==> src/rtl/laser_cover_score.sv <==
// laser_cover_score: snoops a point stream, then scores the engine's two
// reported circle centres by counting the stored points that fall inside
// at least one radius circle.
//
// state  | meaning
// LOAD   | capture IN_VALID points into the buffer until NPTS are held
// WAIT   | buffer full, waiting for the first DONE cycle to latch centres
// SCAN   | one stored point per cycle, accumulating the covered count
// REPORT | publish the count on SCORE with a one-cycle SCORE_VALID
module laser_cover_score #(
  parameter int NPTS = 40,
  parameter int CW   = 4,
  parameter int R_SQ = 16,
  parameter int SW   = 6
) (
  input  logic          CLK,
  input  logic          RST,
  input  logic          IN_VALID,
  input  logic [CW-1:0] X,
  input  logic [CW-1:0] Y,
  input  logic          DONE,
  input  logic [CW-1:0] C1X,
  input  logic [CW-1:0] C1Y,
  input  logic [CW-1:0] C2X,
  input  logic [CW-1:0] C2Y,
  output logic [SW-1:0] SCORE,
  output logic          SCORE_VALID,
  output logic          BUSY
);

  localparam int PW = $clog2(NPTS);
  localparam logic [PW-1:0] LAST   = PW'(NPTS - 1);
  localparam logic [2*CW:0] R_SQ_V = (2*CW+1)'(R_SQ);

  typedef enum logic [1:0] {S_LOAD, S_WAIT, S_SCAN, S_REPORT} state_t;

  state_t state, state_nxt;

  logic [PW-1:0]   wr_ptr, idx;
  logic [SW-1:0]   acc;
  logic [CW-1:0]   c1x_q, c1y_q, c2x_q, c2y_q;
  logic [2*CW-1:0] pbuf [NPTS];

  logic [CW-1:0] px, py;
  logic [2*CW:0] d1_sq, d2_sq;
  logic          covered;

  // |a-b| without wrap: subtract the smaller from the larger
  function automatic logic [CW-1:0] abs_diff(input logic [CW-1:0] a, input logic [CW-1:0] b);
    return (a >= b) ? (a - b) : (b - a);
  endfunction

  // Full-precision squared distance; one extra bit so the sum never wraps
  function automatic logic [2*CW:0] dist_sq(input logic [CW-1:0] dx, input logic [CW-1:0] dy);
    logic [2*CW-1:0] sx, sy;
    sx = {{CW{1'b0}}, dx} * {{CW{1'b0}}, dx};
    sy = {{CW{1'b0}}, dy} * {{CW{1'b0}}, dy};
    return {1'b0, sx} + {1'b0, sy};
  endfunction

  // Buffer-read / distance / compare chain for the point at idx
  always_comb begin
    {px, py} = pbuf[idx];
    d1_sq    = dist_sq(abs_diff(px, c1x_q), abs_diff(py, c1y_q));
    d2_sq    = dist_sq(abs_diff(px, c2x_q), abs_diff(py, c2y_q));
    covered  = (d1_sq <= R_SQ_V) | (d2_sq <= R_SQ_V);
  end

  // State register
  always_ff @(posedge CLK or negedge RST) begin
    if (!RST) state <= S_LOAD;
    else      state <= state_nxt;
  end

  // Next-state logic
  always_comb begin
    state_nxt = state;
    case (state)
      S_LOAD:   if (IN_VALID && (wr_ptr == LAST)) state_nxt = S_WAIT;
      S_WAIT:   if (DONE) state_nxt = S_SCAN;
      S_SCAN:   if (idx == LAST) state_nxt = S_REPORT;
      S_REPORT: state_nxt = S_LOAD;
      default:  state_nxt = S_LOAD;
    endcase
  end

  // BUSY covers the window where the checker is committed to a pattern
  always_comb begin
    BUSY = (state == S_WAIT) || (state == S_SCAN);
  end

  // Point buffer; contents are don't-care after reset so no reset here
  always_ff @(posedge CLK) begin
    if ((state == S_LOAD) && IN_VALID) pbuf[wr_ptr] <= {X, Y};
  end

  // Pointers, latched centres, accumulator and published score
  always_ff @(posedge CLK or negedge RST) begin
    if (!RST) begin
      wr_ptr      <= '0;
      idx         <= '0;
      acc         <= '0;
      c1x_q       <= '0;
      c1y_q       <= '0;
      c2x_q       <= '0;
      c2y_q       <= '0;
      SCORE       <= '0;
      SCORE_VALID <= 1'b0;
    end else begin
      SCORE_VALID <= (state == S_REPORT);
      case (state)
        S_LOAD: begin
          if (IN_VALID) wr_ptr <= (wr_ptr == LAST) ? '0 : wr_ptr + PW'(1);
        end
        S_WAIT: begin
          if (DONE) begin
            c1x_q <= C1X;
            c1y_q <= C1Y;
            c2x_q <= C2X;
            c2y_q <= C2Y;
            acc   <= '0;
            idx   <= '0;
          end
        end
        S_SCAN: begin
          acc <= acc + SW'(covered);
          idx <= (idx == LAST) ? '0 : idx + PW'(1);
        end
        S_REPORT: begin
          SCORE  <= acc;
          wr_ptr <= '0;
        end
        default: ;
      endcase
    end
  end

endmodule
==> config.mk <==
export PLATFORM = sky130hd
export DESIGN_NAME = laser_cover_score
export DESIGN_NICKNAME = d
export VERILOG_FILES = /design/src/rtl/laser_cover_score.sv
export SDC_FILE = /design/constraint.sdc
export NUM_CORES = 1
export LEC_CHECK = 0
export ABC_AREA = 1
export BUFFER_PORTS_ARGS = -buffer_cell sky130_fd_sc_hd__buf_4
export CORE_MARGIN = 10
export CORE_UTILIZATION = 57
export DETAILED_ROUTE_END_ITERATION = 10
export MAX_ROUTING_LAYER = met4
export PLACE_DENSITY = 0.76
export SLEW_MARGIN = 10
export SYNTH_ARGS = -nofsm -noshare
export SYNTH_HDL_FRONTEND = slang
export SYNTH_SLANG_ARGS = --single-unit
==> constraint.sdc <==
create_clock -name CLK -period 6.7 [get_ports CLK]
set_input_delay 0.335 -clock CLK [delete_from_list [all_inputs] [get_ports CLK]]
set_output_delay 0.335 -clock CLK [all_outputs]
set_load 0.01 [all_outputs]
==> results.toml, run 1 <==
[outcome]
outcome = "finished, violations left"
violations = "setup timing"

[logic_synthesis]
synth_fp_nets = 1782
ys_top_cells_by_area = "edfxtp_1 55%, nand2_1 8.3%, dfrtp_1 6.1%"
ys.flop_type = "edfxtp_1"
synth_cells = 1654
async_reset_ff_share_pct = 11.8
synth.top_cell.area_share_pct = 54.9
post_synth_num_cell_types = 40
synth_area_per_cell_um2 = 10.6
synth_warnings = 0
synth_seq_cells = 363
synth-edff-count = 320
yosysSeqAreaShare_pct = 61.0
synth_area_um2 = 17500
synth.largest_area_cell = "edfxtp_1"

[timing]
period_needed_ns = 7.33
fmax_mhz = 136
rsz0062_at_grt = "true"
setup_slack_ns = -0.626
setup_viol = 6
period_share_pct = 109
skew_ns = 0.0150
worst_pin_slew_ns = 0.930
finalHoldViolations = 0
max_slew_margin_pct = 37.8
fin_tns_setup_ns = -2.87
drv_slew = 0

[finish]
fin_util_pct = 69.8
final_nets = 1947
multi_input_area_um2 = 6430
seq_area_um2 = 10700
area_growth_pct = 21.3
diodes = 0
drive_gt1_share_pct = 21.7
fillers = 2008

[route]
ant_nets = 0
first_pass_iters = 6
drt_iter0_markers = 1476
avgViaCountPerCell = 5.87
wirelength_mm = 45.9
drc = 0
post_drt_wl_per_cell_um = 20.5
vias = 13152

[cts]
cts-root-buf = "clkbuf_16"
cts_max_path_buffers = 3
cts_inserted_buffers = 38
htree_levels = 2
path_clk_slew_ns = 0.06
cts_tree = "done"
numClockSinks = 363
worstSkewPairLatency_ns = 0.53

[setup_path]
cp_num_buf_inv = 11
cpMaxStageDelayCell = "fa_1"
critPathArrivalTime_ns = 7.80
worstSetupEndpointType = "flip-flop"
worstSetupPathType = "reg2reg"
startpoint_type = "flip-flop"
cp_top_family = "adder cells"
slowest_delay_ns = 0.56
cpMostUsedCell = "inv_2"
worstPathRequired_ns = 7.17
cp_max_fo = 7

[grt]
grt_max_degree = 54
grt_overflow = 0
grt_use_total_pct = 24.1
grt_pass1_wl_mm = 71.5
antenna_found_initial = 0
grt_pass1_vias = 13337

[placement]
gp_congestion = 0.897
hpwl_mm = 28.0
portBuffers = 35

[floorplan]
coreArea_um2 = 30400
die-area_um2 = 38100
die_h_um = 195
dieWidth_um = 195
boundaryPins = 36
rows = 64
start_util_pct = 57.5

[run]
drv_cap = 0

[min_path]
hold_path.class = "in2reg"
==> path summary, 6_finish.rpt <==
kind / start / to / slack, ns / cells after the start
worst max-delay path: idx[0] / acc[4] / -0.63 / 44
worst min-delay path: C2X[3] / c2x_q[3] / 0.02 / 3
worst max register to register: idx[0] / acc[4] / -0.63 / 44
worst min register to register: SCORE[5] / SCORE[5] / 0.48 / 2
max in group asynchronous: RST / idx[0] / 5.87 / 2
min in group asynchronous: RST / c1x_q[3] / 0.37 / 2
==> stage by stage <==
step           setup WS (ns)  hold WS, ns  instances  area (um^2)
4_1_cts               -0.435       0.0140       2237        21000
2_1_floorplan        -0.0127       0.0394       1654        17600
3_3_place_gp          -0.662        0.386       2133        19000
5_1_grt               -0.947       0.0259       2242        21200
6_report              -0.626       0.0192       2242        21200
3_5_place_dp          -0.810        0.385       2133        19000
==> cell families after synthesis <==
family          count (synthesis)  share of synthesized area (%)
flops                         363                           61.0
fa+ha+maj                     100                           8.43
simple gates                  784                           18.6
xor+xnor                       15                          0.750
compound gates                174                           5.72
buf+inv                       218                           5.46
==> synth_stat cells, types with 5 or more instances <==
master    instances
dfrtp_1          43
o21ai_2           5
inv_1           138
a21oi_1          27
nor3_1            6
buf_2            32
ha_1             70
buf_4             8
o21ai_0          95
xor2_1            8
buf_6             9
xnor2_1           7
nor2_1          171
fa_1             30
o211ai_1         17
clkbuf_1         22
nand2_1         387
edfxtp_1        320
nand4_1           6
nand3_1         205
o22ai_1           9
==> worst min-delay path: cells and delay by family <==
| family | cells | cell delay (ns) |
|---|---|---|
| AO/OA/AOI/OAI | 1 | 0.05 |
| buffers and inverters | 1 | 0.08 |
| AND/OR/NAND/NOR | 1 | 0.04 |
==> sequential cells by signal, summed over array words and instances, names as in the netlist <==
| name | count |
|---|---|
| SCORE_VALID | 1 |
| acc | 6 |
| pbuf | 320 |
| wr_ptr | 6 |
| c2x_q | 4 |
| state | 2 |
| SCORE | 6 |
| c1y_q | 4 |
| idx | 6 |
| c1x_q | 4 |
| c2y_q | 4 |
==> placed cells by master, fill, tap and decap left out, drive strengths merged, types with 3 or more instances in the layout <==
master / count
bufbuf: 5
dfrtp: 43
inv: 145
o211ai: 18
ha: 70
buf: 193
nor3b: 3
nand4: 6
o21bai: 4
a21oi: 31
nand3: 205
o21ai: 102
o22ai: 9
nor3: 7
xnor2: 7
a31oi: 3
edfxtp: 320
fa: 30
clkinv: 12
xor2: 8
nand2: 388
clkbuf: 52
nor2: 173
==> layer usage <==
layer	part of all wire (%)	wire, um	vias up	global-route usage (%)
met5	0	0	-	-
met4	4.4	2030	0	11.0
met3	8.5	3900	166	3.80
met2	50	22900	711	39.9
met1	37	17100	6298	28.6
li1	-	-	5977	-
==> what timing repair did <==
item	CTS	global route
endpoints found under the setup margin	6	6
hold buffers	1	0
gates resized for setup	103	72
gates cloned	10	0
setup buffers	26	5
pin swaps	44	17
hold endpoints to repair	43	0
==> layout make-up <==
type                       instances  area share (%)
timing repair buffer             199            9.19
multi-input combinational       1073            30.3
tap                              396            2.33
inverter                         143            2.61
timing repair inverter             1          0.0412
sequential                       363            50.3
clock buffer                      52            4.83
clock inverter                    15           0.389
Power of run 1 is not shown: default switching activity piles up to over one toggle a cycle in this logic, so the estimate is an artifact.
==> inputs of run 2 (changes only) <==
Settings changed: PLACE_DENSITY 0.76 to 0.83, TNS_END_PERCENT from default to 20.
==> run 2 against run 1 <==
The run still ends with setup timing left. Core utilization down 2.0 points. Worst hold slack worse by 0.0092 ns. Critical path depth down 6. Via count about the same. Maximum frequency down 2.7%.
==> results.toml, run 2 (same netlist as run 1, synthesis figures left out) <==
[outcome]
outcome = "finished, violations left"
violations = "setup timing"

[finish]
layout_commonest_cell = "nand2_1"
fillers = 2034
final_nets = 1927
area_growth_pct = 17.9
top_register = "pbuf"
largest_reg_flops = 320
fin_util_pct = 67.8
stdcell_count = 2223
final_cell_mix = "381 x nand2_1, 320 x edfxtp_1, 201 x nand3_1"
final_cell_area_um2 = 20600
diodes = 0
drive_gt1_share_pct = 16.2

[grt]
grt_max_degree = 44
grt_pass1_vias = 13147
grt_overflow = 0
grt_use_met2_pct = 40.6
antenna_found_initial = 0
grt-busiest-layer = "met2"
grt_use_met3_pct = 3.25
grt_pass1_wl_mm = 71.6
grt_use_total_pct = 24.0
met1_usage_pct = 28.8

[floorplan]
boundaryPins = 36
rows = 64
coreArea_um2 = 30400
start_util_pct = 57.5
die-area_um2 = 38100
die_h_um = 195
dieWidth_um = 195

[cts]
cts_tree = "done"
htree_levels = 2
cts_max_path_buffers = 3
cts_inserted_buffers = 38
numClockSinks = 363
path_clk_slew_ns = 0.07
cts-root-buf = "clkbuf_16"
worstSkewPairLatency_ns = 0.55

[setup_path]
critPathArrivalTime_ns = 7.99
cpMaxStageDelayCell = "fa_1"
r2r_start = "idx[0]"
worstPathRequired_ns = 7.16
reg2reg_to = "acc[5]"
cpMostUsedCell = "inv_1"
slowest_delay_ns = 0.56
worst_r2r_path_depth = 38
cp_max_fo = 29
worstSetupPathType = "reg2reg"
startpoint_type = "flip-flop"
worstSetupEndpointType = "flip-flop"
r2r_slack_ns = -0.83

[route]
wirelength_mm = 45.4
avgViaCountPerCell = 5.92
first_pass_iters = 6
vias = 13165
post_drt_wl_per_cell_um = 20.4
drt_iter0_markers = 1620
ant_nets = 0
drc = 0

[timing]
finalHoldViolations = 0
skew_ns = 0.0344
setup_slack_ns = -0.827
period_share_pct = 112
fmax_mhz = 133
period_needed_ns = 7.53
drv_slew = 0
worst_pin_slew_ns = 0.920
setup_viol = 6
rsz0062_at_grt = "true"
max_slew_margin_pct = 38.4
timing.hold.ws_ns = 0.00995

[placement]
hpwl_mm = 28.6
placed_cells = 2144
gp_congestion = 0.943
place_area_um2 = 19200
portBuffers = 35

[min_path]
hold_path.class = "in2reg"
worstHoldPathCells = 3
worstHoldEndpoint = "c1y_q[2]"
min_from = "C1Y[2]"

[run]
drv_cap = 0
## run 2: cell types whose count changed in the layout (fill, tap and decap cells not counted), moves of 9 or more
| cell | previous run | this run |
|---|---|---|
| nor2_1 | 152 | 163 |
| buf_4 | 166 | 157 |
| nand2_2 | 33 | 7 |
| nand2_1 | 347 | 381 |
| nand3_1 | 178 | 201 |
| nand3_2 | 27 | 4 |
| inv_2 | 19 | 9 |
| clkbuf_1 | 13 | 4 |
| inv_1 | 120 | 132 |
## run 2: per-layer routing
| metal | wire [um] | share of wire [%] |
|---|---|---|
| met4 | 1930 | 4.2 |
| met3 | 3830 | 8.4 |
| met5 | 0 | 0 |
| met1 | 16500 | 36 |
| met2 | 23100 | 51 |
## run 2: final cells by class
| class | count | area, um^2 | share of cell area, % |
|---|---|---|---|
| clock buffers | 45 | 1010 | 4.88 |
| clock inverters | 23 | 256 | 1.24 |
| inverters | 143 | 539 | 2.61 |
| multi-input cells | 1073 | 6000 | 29.1 |
| flip-flops and latches | 363 | 10700 | 51.8 |
| well taps | 396 | 495 | 2.40 |
| repair buffers | 180 | 1640 | 7.96 |
## run 2: worst max-delay path, delay by kind of cell, from the launching register on
kind / cells / cell delay [ns]
simple gates: 12 / 1.36
buf+inv: 9 / 0.92
fa+ha+maj: 9 / 3.23
compound gates: 7 / 1.20
xor+xnor: 1 / 0.14
flops: 1 / 0.54
## run 2: worst max-delay path by stage
stage	slack (ns)	from	to
after floorplan	-0.01	idx[0]	acc[4]
after global placement	-0.63	idx[0]	acc[4]
after detailed placement	-0.87	idx[0]	acc[4]
after CTS	-0.73	idx[0]	acc[4]
after global routing	-1.20	idx[0]	acc[5]
final	-0.83	idx[0]	acc[5]
## run 2: per-stage QoR
| stage | setup TNS (ns) | setup slack, ns |
|---|---|---|
| 2_1_floorplan | -0.0127 | -0.0127 |
| 3_3_place_gp | -2.93 | -0.630 |
| 3_5_place_dp | -3.98 | -0.872 |
| 4_1_cts | -3.38 | -0.730 |
| 5_1_grt | -6.23 | -1.20 |
| 6_report | -4.06 | -0.827 |
## run 2: timing repair
item / 4_1_cts / 5_1_grt
gates cloned: 1 / 0
endpoints found under the hold margin: 43 / 0
setup endpoints to repair: 6 / 6
buffers inserted: 9 / 0
pin swaps: 19 / 4
resized for setup: 24 / 5
hold buffers: 1 / 0
Power of run 2 is left out for the same reason.
